## config.mk

```make
export PLATFORM = sky130hd
export DESIGN_NAME = display_window
export DESIGN_NICKNAME = d
export VERILOG_FILES = /design/src/rtl/display_timing_pkg.sv /design/src/rtl/display_delay_line.sv /design/src/rtl/display_window.sv
export SDC_FILE = /design/constraint.sdc
export NUM_CORES = 1
export LEC_CHECK = 0
export BUFFER_PORTS_ARGS = -buffer_cell sky130_fd_sc_hd__buf_2
export CAP_MARGIN = 20
export CORE_MARGIN = 4
export CORE_UTILIZATION = 53
export CTS_CLUSTER_DIAMETER = 40
export CTS_CLUSTER_SIZE = 28
export DETAILED_ROUTE_END_ITERATION = 8
export PLACE_DENSITY = 0.84
export SYNTH_ARGS = -nofsm -noshare
export SYNTH_HDL_FRONTEND = slang
export SYNTH_SLANG_ARGS = --single-unit
```

## constraint.sdc

```tcl
create_clock -name clk -period 3 [get_ports clk]
set_clock_uncertainty 0.15 [all_clocks]
set_input_delay 0.15 -clock clk [delete_from_list [all_inputs] [get_ports clk]]
set_output_delay 0.15 -clock clk [all_outputs]
set_load 0.01 [all_outputs]
```

## src/rtl/display_timing_pkg.sv

```systemverilog
// Shared 640x480@60 timing defaults, the coordinate type and the window FSM states
// used by the active-window decoder.
package display_timing_pkg;

    localparam int VGA_CW          = 10;
    localparam int VGA_H_TOTAL     = 800;
    localparam int VGA_V_TOTAL     = 525;
    localparam int VGA_H_ACT_START = 144;
    localparam int VGA_H_ACT_END   = 783;
    localparam int VGA_V_ACT_START = 35;
    localparam int VGA_V_ACT_END   = 514;

    typedef logic [VGA_CW-1:0] coord_t;

    typedef enum logic [1:0] {
        IDLE  = 2'd0,
        ARMED = 2'd1,
        RUN   = 2'd2,
        STOP  = 2'd3
    } state_e;

endpackage

```

## src/rtl/display_delay_line.sv

```systemverilog
// WIDTH x LATENCY register chain with synchronous active-low clear; keeps every bit
// of the decoded pixel word on exactly the same delay.
module display_delay_line #(
    parameter int WIDTH   = 1,
    parameter int LATENCY = 1
) (
    input  logic             clk,
    input  logic             rst_n,
    input  logic [WIDTH-1:0] d,
    output logic [WIDTH-1:0] q
);

    logic [WIDTH-1:0] stages [LATENCY];

    // NOTE: this chain is a handful of flops, not a RAM, so clearing every stage is
    // cheap and guarantees no stale pixel escapes after reset.
    always_ff @(posedge clk) begin
        if (!rst_n) begin
            for (int i = 0; i < LATENCY; i++) begin
                stages[i] <= '0;
            end
        end else begin
            stages[0] <= d;
            for (int i = 1; i < LATENCY; i++) begin
                stages[i] <= stages[i-1];
            end
        end
    end

    assign q = stages[LATENCY-1];

endmodule

```

## src/rtl/display_window.sv

```systemverilog
// Active-window decoder: turns raw sync counts into data-enable, pixel coordinates
// and line/frame strobes, starting and stopping only on frame boundaries.
module display_window
    import display_timing_pkg::*;
#(
    parameter int CW          = VGA_CW,
    parameter int H_TOTAL     = VGA_H_TOTAL,
    parameter int V_TOTAL     = VGA_V_TOTAL,
    parameter int H_ACT_START = VGA_H_ACT_START,
    parameter int H_ACT_END   = VGA_H_ACT_END,
    parameter int V_ACT_START = VGA_V_ACT_START,
    parameter int V_ACT_END   = VGA_V_ACT_END,
    parameter int SCALE_SHIFT = 0,
    parameter int LATENCY     = 1
) (
    input  logic          clk,
    input  logic          rst_n,
    input  logic          enable,
    input  logic          clr_err,
    input  logic [CW-1:0] hcount,
    input  logic [CW-1:0] vcount,
    output logic          de,
    output logic [CW-1:0] posx,
    output logic [CW-1:0] posy,
    output logic [CW-1:0] fb_x,
    output logic [CW-1:0] fb_y,
    output logic          line_start,
    output logic          frame_start,
    output logic          frame_end,
    output logic          running,
    output logic          sync_err
);

    localparam logic [CW-1:0] H_START = CW'(H_ACT_START);
    localparam logic [CW-1:0] H_END   = CW'(H_ACT_END);
    localparam logic [CW-1:0] V_START = CW'(V_ACT_START);
    localparam logic [CW-1:0] V_END   = CW'(V_ACT_END);
    localparam logic [CW-1:0] H_LAST  = CW'(H_TOTAL - 1);
    localparam logic [CW-1:0] V_LAST  = CW'(V_TOTAL - 1);
    localparam logic [CW:0]   H_LIMIT = (CW+1)'(H_TOTAL);
    localparam logic [CW:0]   V_LIMIT = (CW+1)'(V_TOTAL);

    typedef struct packed {
        logic          de;
        logic          line_start;
        logic          frame_start;
        logic          frame_end;
        logic [CW-1:0] posx;
        logic [CW-1:0] posy;
        logic [CW-1:0] fb_x;
        logic [CW-1:0] fb_y;
    } pix_t;

    state_e        state;
    logic          h_in_range;
    logic          v_in_range;
    logic          h_act;
    logic          v_act;
    logic          fb_pt;
    logic          last_pt;
    logic          de_raw;
    logic [CW-1:0] posx_raw;
    logic [CW-1:0] posy_raw;
    pix_t          stage0;
    pix_t          piped;

    logic [CW-1:0] prev_h;
    logic [CW-1:0] prev_v;
    logic [CW-1:0] exp_h;
    logic [CW-1:0] exp_v;
    logic          checked;
    logic          err_now;

    // Stage 0 decode; an out-of-range count can never look active.
    always_comb begin
        h_in_range = {1'b0, hcount} < H_LIMIT;
        v_in_range = {1'b0, vcount} < V_LIMIT;
        h_act      = h_in_range && (hcount >= H_START) && (hcount <= H_END);
        v_act      = v_in_range && (vcount >= V_START) && (vcount <= V_END);
        fb_pt      = (hcount == H_START) && (vcount == V_START);
        last_pt    = (hcount == H_END) && (vcount == V_END);
        de_raw     = h_act && v_act &&
                     ((state == RUN) || (state == STOP) ||
                      ((state == ARMED) && enable && fb_pt));
        posx_raw   = hcount - H_START;
        posy_raw   = vcount - V_START;
    end

    // NOTE: every field gets a default before the conditional update so that no
    // latch is inferred when de_raw is low.
    always_comb begin
        stage0 = '0;
        if (de_raw) begin
            stage0.de          = 1'b1;
            stage0.line_start  = (hcount == H_START);
            stage0.frame_start = fb_pt;
            stage0.frame_end   = last_pt;
            stage0.posx        = posx_raw;
            stage0.posy        = posy_raw;
            stage0.fb_x        = posx_raw >> SCALE_SHIFT;
            stage0.fb_y        = posy_raw >> SCALE_SHIFT;
        end
    end

    // NOTE: state is sequential, so it is only ever written with non-blocking
    // assignments; reads in the same edge see the pre-edge value.
    always_ff @(posedge clk) begin
        if (!rst_n) begin
            state <= IDLE;
        end else begin
            unique case (state)
                IDLE:    if (enable) state <= ARMED;
                ARMED: begin
                    if (!enable)    state <= IDLE;
                    else if (fb_pt) state <= RUN;
                end
                RUN:     if (!enable) state <= STOP;
                STOP: begin
                    if (last_pt)     state <= IDLE;
                    else if (enable) state <= RUN;
                end
                default: state <= IDLE;
            endcase
        end
    end

    assign running = (state == RUN);

    display_delay_line #(
        .WIDTH  ($bits(pix_t)),
        .LATENCY(LATENCY)
    ) u_delay (
        .clk  (clk),
        .rst_n(rst_n),
        .d    (stage0),
        .q    (piped)
    );

    assign de          = piped.de;
    assign line_start  = piped.line_start;
    assign frame_start = piped.frame_start;
    assign frame_end   = piped.frame_end;
    assign posx        = piped.posx;
    assign posy        = piped.posy;
    assign fb_x        = piped.fb_x;
    assign fb_y        = piped.fb_y;

    // Vertical count only advances on the cycle the horizontal count wraps.
    always_comb begin
        exp_h = (prev_h == H_LAST) ? '0 : prev_h + 1'b1;
        exp_v = prev_v;
        if (prev_h == H_LAST) begin
            exp_v = (prev_v == V_LAST) ? '0 : prev_v + 1'b1;
        end
        err_now = !h_in_range || !v_in_range ||
                  (checked && ((hcount != exp_h) || (vcount != exp_v)));
    end

    always_ff @(posedge clk) begin
        if (!rst_n) begin
            prev_h   <= '0;
            prev_v   <= '0;
            checked  <= 1'b0;
            sync_err <= 1'b0;
        end else begin
            prev_h  <= hcount;
            prev_v  <= vcount;
            checked <= 1'b1;
            if (err_now) begin
                sync_err <= 1'b1;
            end else if (clr_err) begin
                sync_err <= 1'b0;
            end
        end
    end

endmodule

```

## Word level (Yosys, flattened, before mapping)

Memories as Yosys holds them, arrays and structs flattened.
Cells that the tools add are included.
Widths: inputs -> output; s select.

| operators by class | value |
|---|---|
| eq/ne operators | 15 |
| order comparisons | 6 |
| reduce and logical (&&, ||, !) cells | 22 |
| add/sub/neg operators | 4 |
| muxes and demuxes | 17 |

Operators by type and width:

| kind | count |
|---|---|
| $mux 44 | 2 |
| $reduce_or 44->1 | 1 |
| $eq 10x10->1 const B | 4 |
| $mux 10 | 3 |
| $add 10x1->10 const B | 2 |
| $le 10x10->1 const B | 2 |
| $lt 10x10->1 const B | 2 |
| $ne 10x10->1 | 2 |
| $mux 2 | 6 |
| $logic_and 1x1->1 | 11 |
| $eq 10x6->1 const B | 1 |
| $eq 10x8->1 const B | 1 |
| $ge 10x6->1 const B | 1 |
| $ge 10x8->1 const B | 1 |
| $sub 10x6->10 const B | 1 |
| $sub 10x8->10 const B | 1 |
| $pmux 2 s4 | 1 |
| $ne 3x3->1 const B | 2 |
| $logic_or 1x1->1 | 5 |
| $mux 1 | 5 |
| $eq 2x2->1 const B | 2 |
| $ne 2x2->1 const B | 2 |
| $reduce_and 4->1 | 1 |
| $eq 2x1->1 const B | 1 |
| other kinds (3) | 4 |

| word-level totals | value |
|---|---|
| bits of input ports | 24 |
| word-level logic and storage cells | 70 |
| output and inout port bits | 46 |
| register bits after elaboration | 24 |
| memories kept | 1 |
| memory bits (writable) | 44 |

Memories:

| name | words | bits a word | rd ports | clocked after memory_dff | wr ports | RTL line | RTL |
|---|---|---|---|---|---|---|---|
| u_delay.stages | 1 | 44 | 1 | 0 | 1 | display_delay_line.sv:13 | `logic [WIDTH-1:0] stages [LATENCY];` |

## Logic depth before layout (Yosys ltp)

| logic depth | value |
|---|---|
| depth in word-level cells | 8 |
| mapped depth | 12 |

## By module

A second synthesis with hierarchy kept.

| unflattened totals | value |
|---|---|
| cells, all modules | 385 |
| area, all modules | 3499.6 µm² |

By module, submodules not included:

| module | instances | seq. area each (µm²) | cells an instance | area an instance (µm²) |
|---|---|---|---|---|
| display_window | 1 | 480.5 | 293 | 2268.4 |
| display_delay_line | 1 | 880.8 | 92 | 1231.2 |

## Worst setup path before layout

Ideal clock, no wire load.

| timing path | value |
|---|---|
| path kind | register to register |
| from | reg prev_h[0] |
| to | reg sync_err |
| stages on the path, launching flop included | 9 |
| slack | 455 ps |
| required time | 2719 ps |
| arrival time | 2264 ps |
| buffers on the path | 1 |
| library setup time | 131 ps |
| cell sequence | dfxtp_1 ha_1 nand4_2 or3_1 buf_4 a2111oi_0 nand3_2 nor4_1 a31oi_1 |

| on the way | value |
|---|---|
| word-level cells in the longest chain between the ends | 7 |

RTL lines:

| what | RTL line | RTL |
|---|---|---|
| from (decl) | display_window.sv:67 | `logic [CW-1:0] prev_h;` |
| from (signal assigned) | display_window.sv:166 | `prev_h <= hcount;` |
| $add 10x1->10 or $eq 10x10->1 (tied branches) | display_window.sv:150, display_window.sv:152 |  |
| $mux 10, on equally long branches | display_window.sv:150, display_window.sv:152 |  |
| $ne 10x10->1 | display_window.sv:156 | `(checked && ((hcount != exp_h) \|\| (vcount != exp_v)));` |
| $logic_or 1x1->1 (*) | display_window.sv:156 |  |
| $logic_and 1x1->1 (*) | display_window.sv:156 |  |
| $logic_or 1x1->1 (*) | display_window.sv:155 | `err_now = !h_in_range \|\| !v_in_range \|\|` |
| $mux 1 or $reduce_bool 2->1 (tied branches) | - |  |
| to (signal assigned) | display_window.sv:164 | `sync_err <= 1'b0;` |
| to (signal assigned) | display_window.sv:170 | `sync_err <= 1'b1;` |
| to (signal assigned) | display_window.sv:172 | `sync_err <= 1'b0;` |
| to (decl) | display_window.sv:31 | `output logic sync_err` |

Mark *: on every way between the ends. The rest lies on a longest branch, timed or not.
A chain may end at the register's enable or synchronous reset.

## Worst setup path in the final report

| timing path | value |
|---|---|
| from | in vcount[8] |
| to | mem u_delay.stages[0][25] (netlist name) |

| on the way | value |
|---|---|
| word-level cells in the longest chain between the ends | 7 |

RTL lines:

| what | RTL line | RTL |
|---|---|---|
| from (decl) | display_window.sv:21 | `input logic [CW-1:0] vcount,` |
| $lt 10x10->1, or another cell as far along | display_window.sv:77 | `v_in_range = {1'b0, vcount} < V_LIMIT;` |
| $logic_and 1x1->1, on equally long branches | display_window.sv:79, display_window.sv:80 |  |
| $logic_and 1x1->1, on equally long branches | display_window.sv:79, display_window.sv:84 |  |
| $logic_and 1x1->1 or $logic_or 1x1->1 (tied branches) | display_window.sv:82, display_window.sv:83 |  |
| $logic_and 1x1->1 (*) | display_window.sv:82 | `de_raw = h_act && v_act &&` |
| $mux 44 (*) | display_window.sv:93 | `if (de_raw) begin` |
| $mux 44 (no line) (*) | - |  |
| to (decl) | display_delay_line.sv:13 |  |

Marks and branches as above.

==> results.yml <==
outcome:
  outcome: "completed"
drt:
  first_pass_iters: 4
  routed.top_layer: "met4"
  via_per_inst: 5.455
  wl_per_cell_um: 14.43
  wl_met1_um: 2841
  drt-total-wl_um: 6725
  drt_iter0_drc: 196
  wl_met2_um: 3302
  num_vias: 2542
  route.met3.wl_um: 486
  ant_nets: 0
  drcViolationCount: 0
global_routing:
  grt_pass1_vias: 2287
  grtUsageTotal_pct: 21.21
  gr-total-overflow: 0
  grt_max_degree: 26
  grt_pass1_wl_um: 10770
  grt_antenna_before_repair: 0
sta:
  slew_violations: 0
  finalSetupTns_ns: 0
  period_share_pct: 92.28
  fmax_mhz: 361.2
  worstMarginPinSlew_ns: 0.5558
  setup_viol: 0
  rsz0062_at_grt: "false"
  period_minus_slack_ns: 2.769
  relSlewSlack_pct: 62.66
  hold_viol_final: 0
cts:
  cts_tree: "yes"
  cts_setup_buffers: 0
  clock-sinks: 48
  h-tree-depth: 2
  cts_root_buffer: "clkbuf_8"
  path_clk_slew_ns: 0.09
  worstSkewPairLatency_ns: 0.31
  cts_inserted_buffers: 5
  cts_buffer_depth: 2
finish:
  fin_cells: 466
  final_common_cell: "buf_2"
  drive_gt1_share_pct: 22.73
  fin_area_um2: 3199
  antenna_cells: 0
  nets: 428
  area_delta_synth_final_pct: 13.24
  fill_cells: 465
  post-route-util_pct: 62.24
  final_cell_mix: "69 x buf_2, 48 x dfxtp_1, 35 x nor2_1"
setup_path:
  reg2reg_from: "prev_h[0]"
  worstPathMaxFanout: 24
  cp-startpoint: "vcount[8]"
  required_ns: 3.08
  setup.worst_path.end_class: "register"
  criticalPathCategory: "input port to register"
  arrival_ns: 2.85
  critPathLaunchType: "input port"
die:
  ios: 70
  die_w_um: 81.01
  rows: 26
  fp.coreArea_um2: 5140
  fp.dieH_um: 81.01
  die-area_um2: 6563
  start_util_pct: 54.97
power:
  pwr_density_cell_nw_per_um2: 400.8
  leakagePower_uw: 0.001397
  ir_drop_v: 0.0002919
  finalPower_uw: 1282
synth:
  ys_ff_latch: 48
  synth_edf_count: 0
  ys_async_sr_fraction_pct: 0
  syn_nets: 380
  yosysSeqAreaShare_pct: 34.01
  synth_cell_type_count: 54
  yosysWarnings: 0
  netlist_area_um2: 2825
  avgSynthCellArea_um2: 8.142
  synthCells: 347
  synth_ff_type: "dfxtp_1"
worst_hold_path:
  min_from: "hcount[4]"
  hold_class: "input port to register"
placed_design:
  dp_hpwl_um: 4982
  io_buffers: 69
  place_area_um2: 3015
  gp_congestion: 0.8568
  placedCellCount: 450
flow_run:
  cap_violations: 0
[worst paths after layout]
kind                                               to  slack, ns  cells past startpoint
worst max-delay path            u_delay.stages[0][25]       0.23                     10
worst max register to register               sync_err       0.24                      8
worst min-delay path            u_delay.stages[0][34]      0.002                      2
worst min register to register               sync_err       0.39                      2
[registers in the layout (all words and copies together) (netlist names)]
signal          count
sync_err            1
checked             1
u_delay.stages     24
prev_h             10
state               2
prev_v             10
[cells by family (layout without fill, tap and decap cells)]
group           count (synthesis)  in the layout  synth area share, %
simple gates                  152            152                29.01
buf+inv                        58            107                11.78
flops                          48             48                34.01
compound gates                 47             47                10.85
xor+xnor                       30             30                9.301
fa+ha+maj                       9              9                3.986
mux                             3              3                1.063
[stage by stage]
step | hold WS [ns] | worst slack, ns
after global placement | 0.2641 | 0.2189
after detailed placement | 0.2616 | 0.1126
after global routing | 0.01641 | 0.05107
final | 0.002232 | 0.2315
after floorplan | 0.02772 | 0.4547
after CTS | 0.001682 | 0.08625
[worst max-delay path, cell delays in order]
cell	delay (ns)
dlygate4sd3_1	0.54
buf_2	0.15
nor3_1	0.49
nand2b_4	0.12
nor4_2	0.27
and2_1	0.21
a21oi_1	0.07
or4_1	0.39
buf_4	0.23
nor3_1	0.22
[layer usage]
layer,up-vias,track usage [%]
met3,8,3.548
li1,1250,-
met4,0,7.770
met2,111,36.78
met5,-,0
met1,1173,26.32
[area by class of cell]
cell class / instances / area (µm²) / share of cell area [%]
Clock buffer: 6 / 82.58 / 2.581
Clock inverter: 2 / 15.01 / 0.4693
Inverter: 20 / 75.07 / 2.346
Multi-Input combinational cell: 241 / 1538 / 48.06
Sequential cell: 48 / 960.9 / 30.04
Tap cell: 70 / 87.58 / 2.738
Timing Repair Buffer: 79 / 440.4 / 13.77
[synth_stat cells, types with 2 or more instances]
library cell | n | share of area [%]
o31a_1 | 2 | 0.62
xor2_1 | 9 | 2.8
and4_1 | 2 | 0.62
mux2i_1 | 3 | 1.1
dfxtp_1 | 48 | 34
or4_1 | 4 | 1.1
nor4_1 | 6 | 1.3
o21ai_0 | 6 | 1.1
nor2_1 | 35 | 4.7
a311oi_1 | 2 | 0.62
buf_6 | 3 | 1.2
a31oi_1 | 4 | 0.89
inv_1 | 19 | 2.5
o22ai_1 | 2 | 0.44
nor3_1 | 13 | 2.3
ha_1 | 9 | 4.0
clkbuf_1 | 7 | 0.93
a22oi_1 | 2 | 0.53
nand3_1 | 9 | 1.6
nand2_1 | 29 | 3.9
a21oi_1 | 15 | 2.7
nand4_1 | 6 | 1.3
o211ai_1 | 2 | 0.53
and2_1 | 24 | 5.3
buf_4 | 23 | 6.1
o21ai_1 | 2 | 0.35
or3_1 | 6 | 1.3
xnor2_1 | 21 | 6.5
nor2b_1 | 5 | 1.1
buf_2 | 5 | 0.89
[timing repair]
| item | CTS | global route |
|---|---|---|
| hold buffers | 8 | 0 |
| setup endpoints to repair | 0 | 1 |
| resized for setup | 0 | 2 |
| hold endpoints to repair | 12 | 0 |
[report_power, final]
part,internal (µW),switching [µW]
sequential,654,21.8
combinational,84.9,105
clock,187,230
total,925,357
No activity file was read; power rests on OpenSTA's default activity.
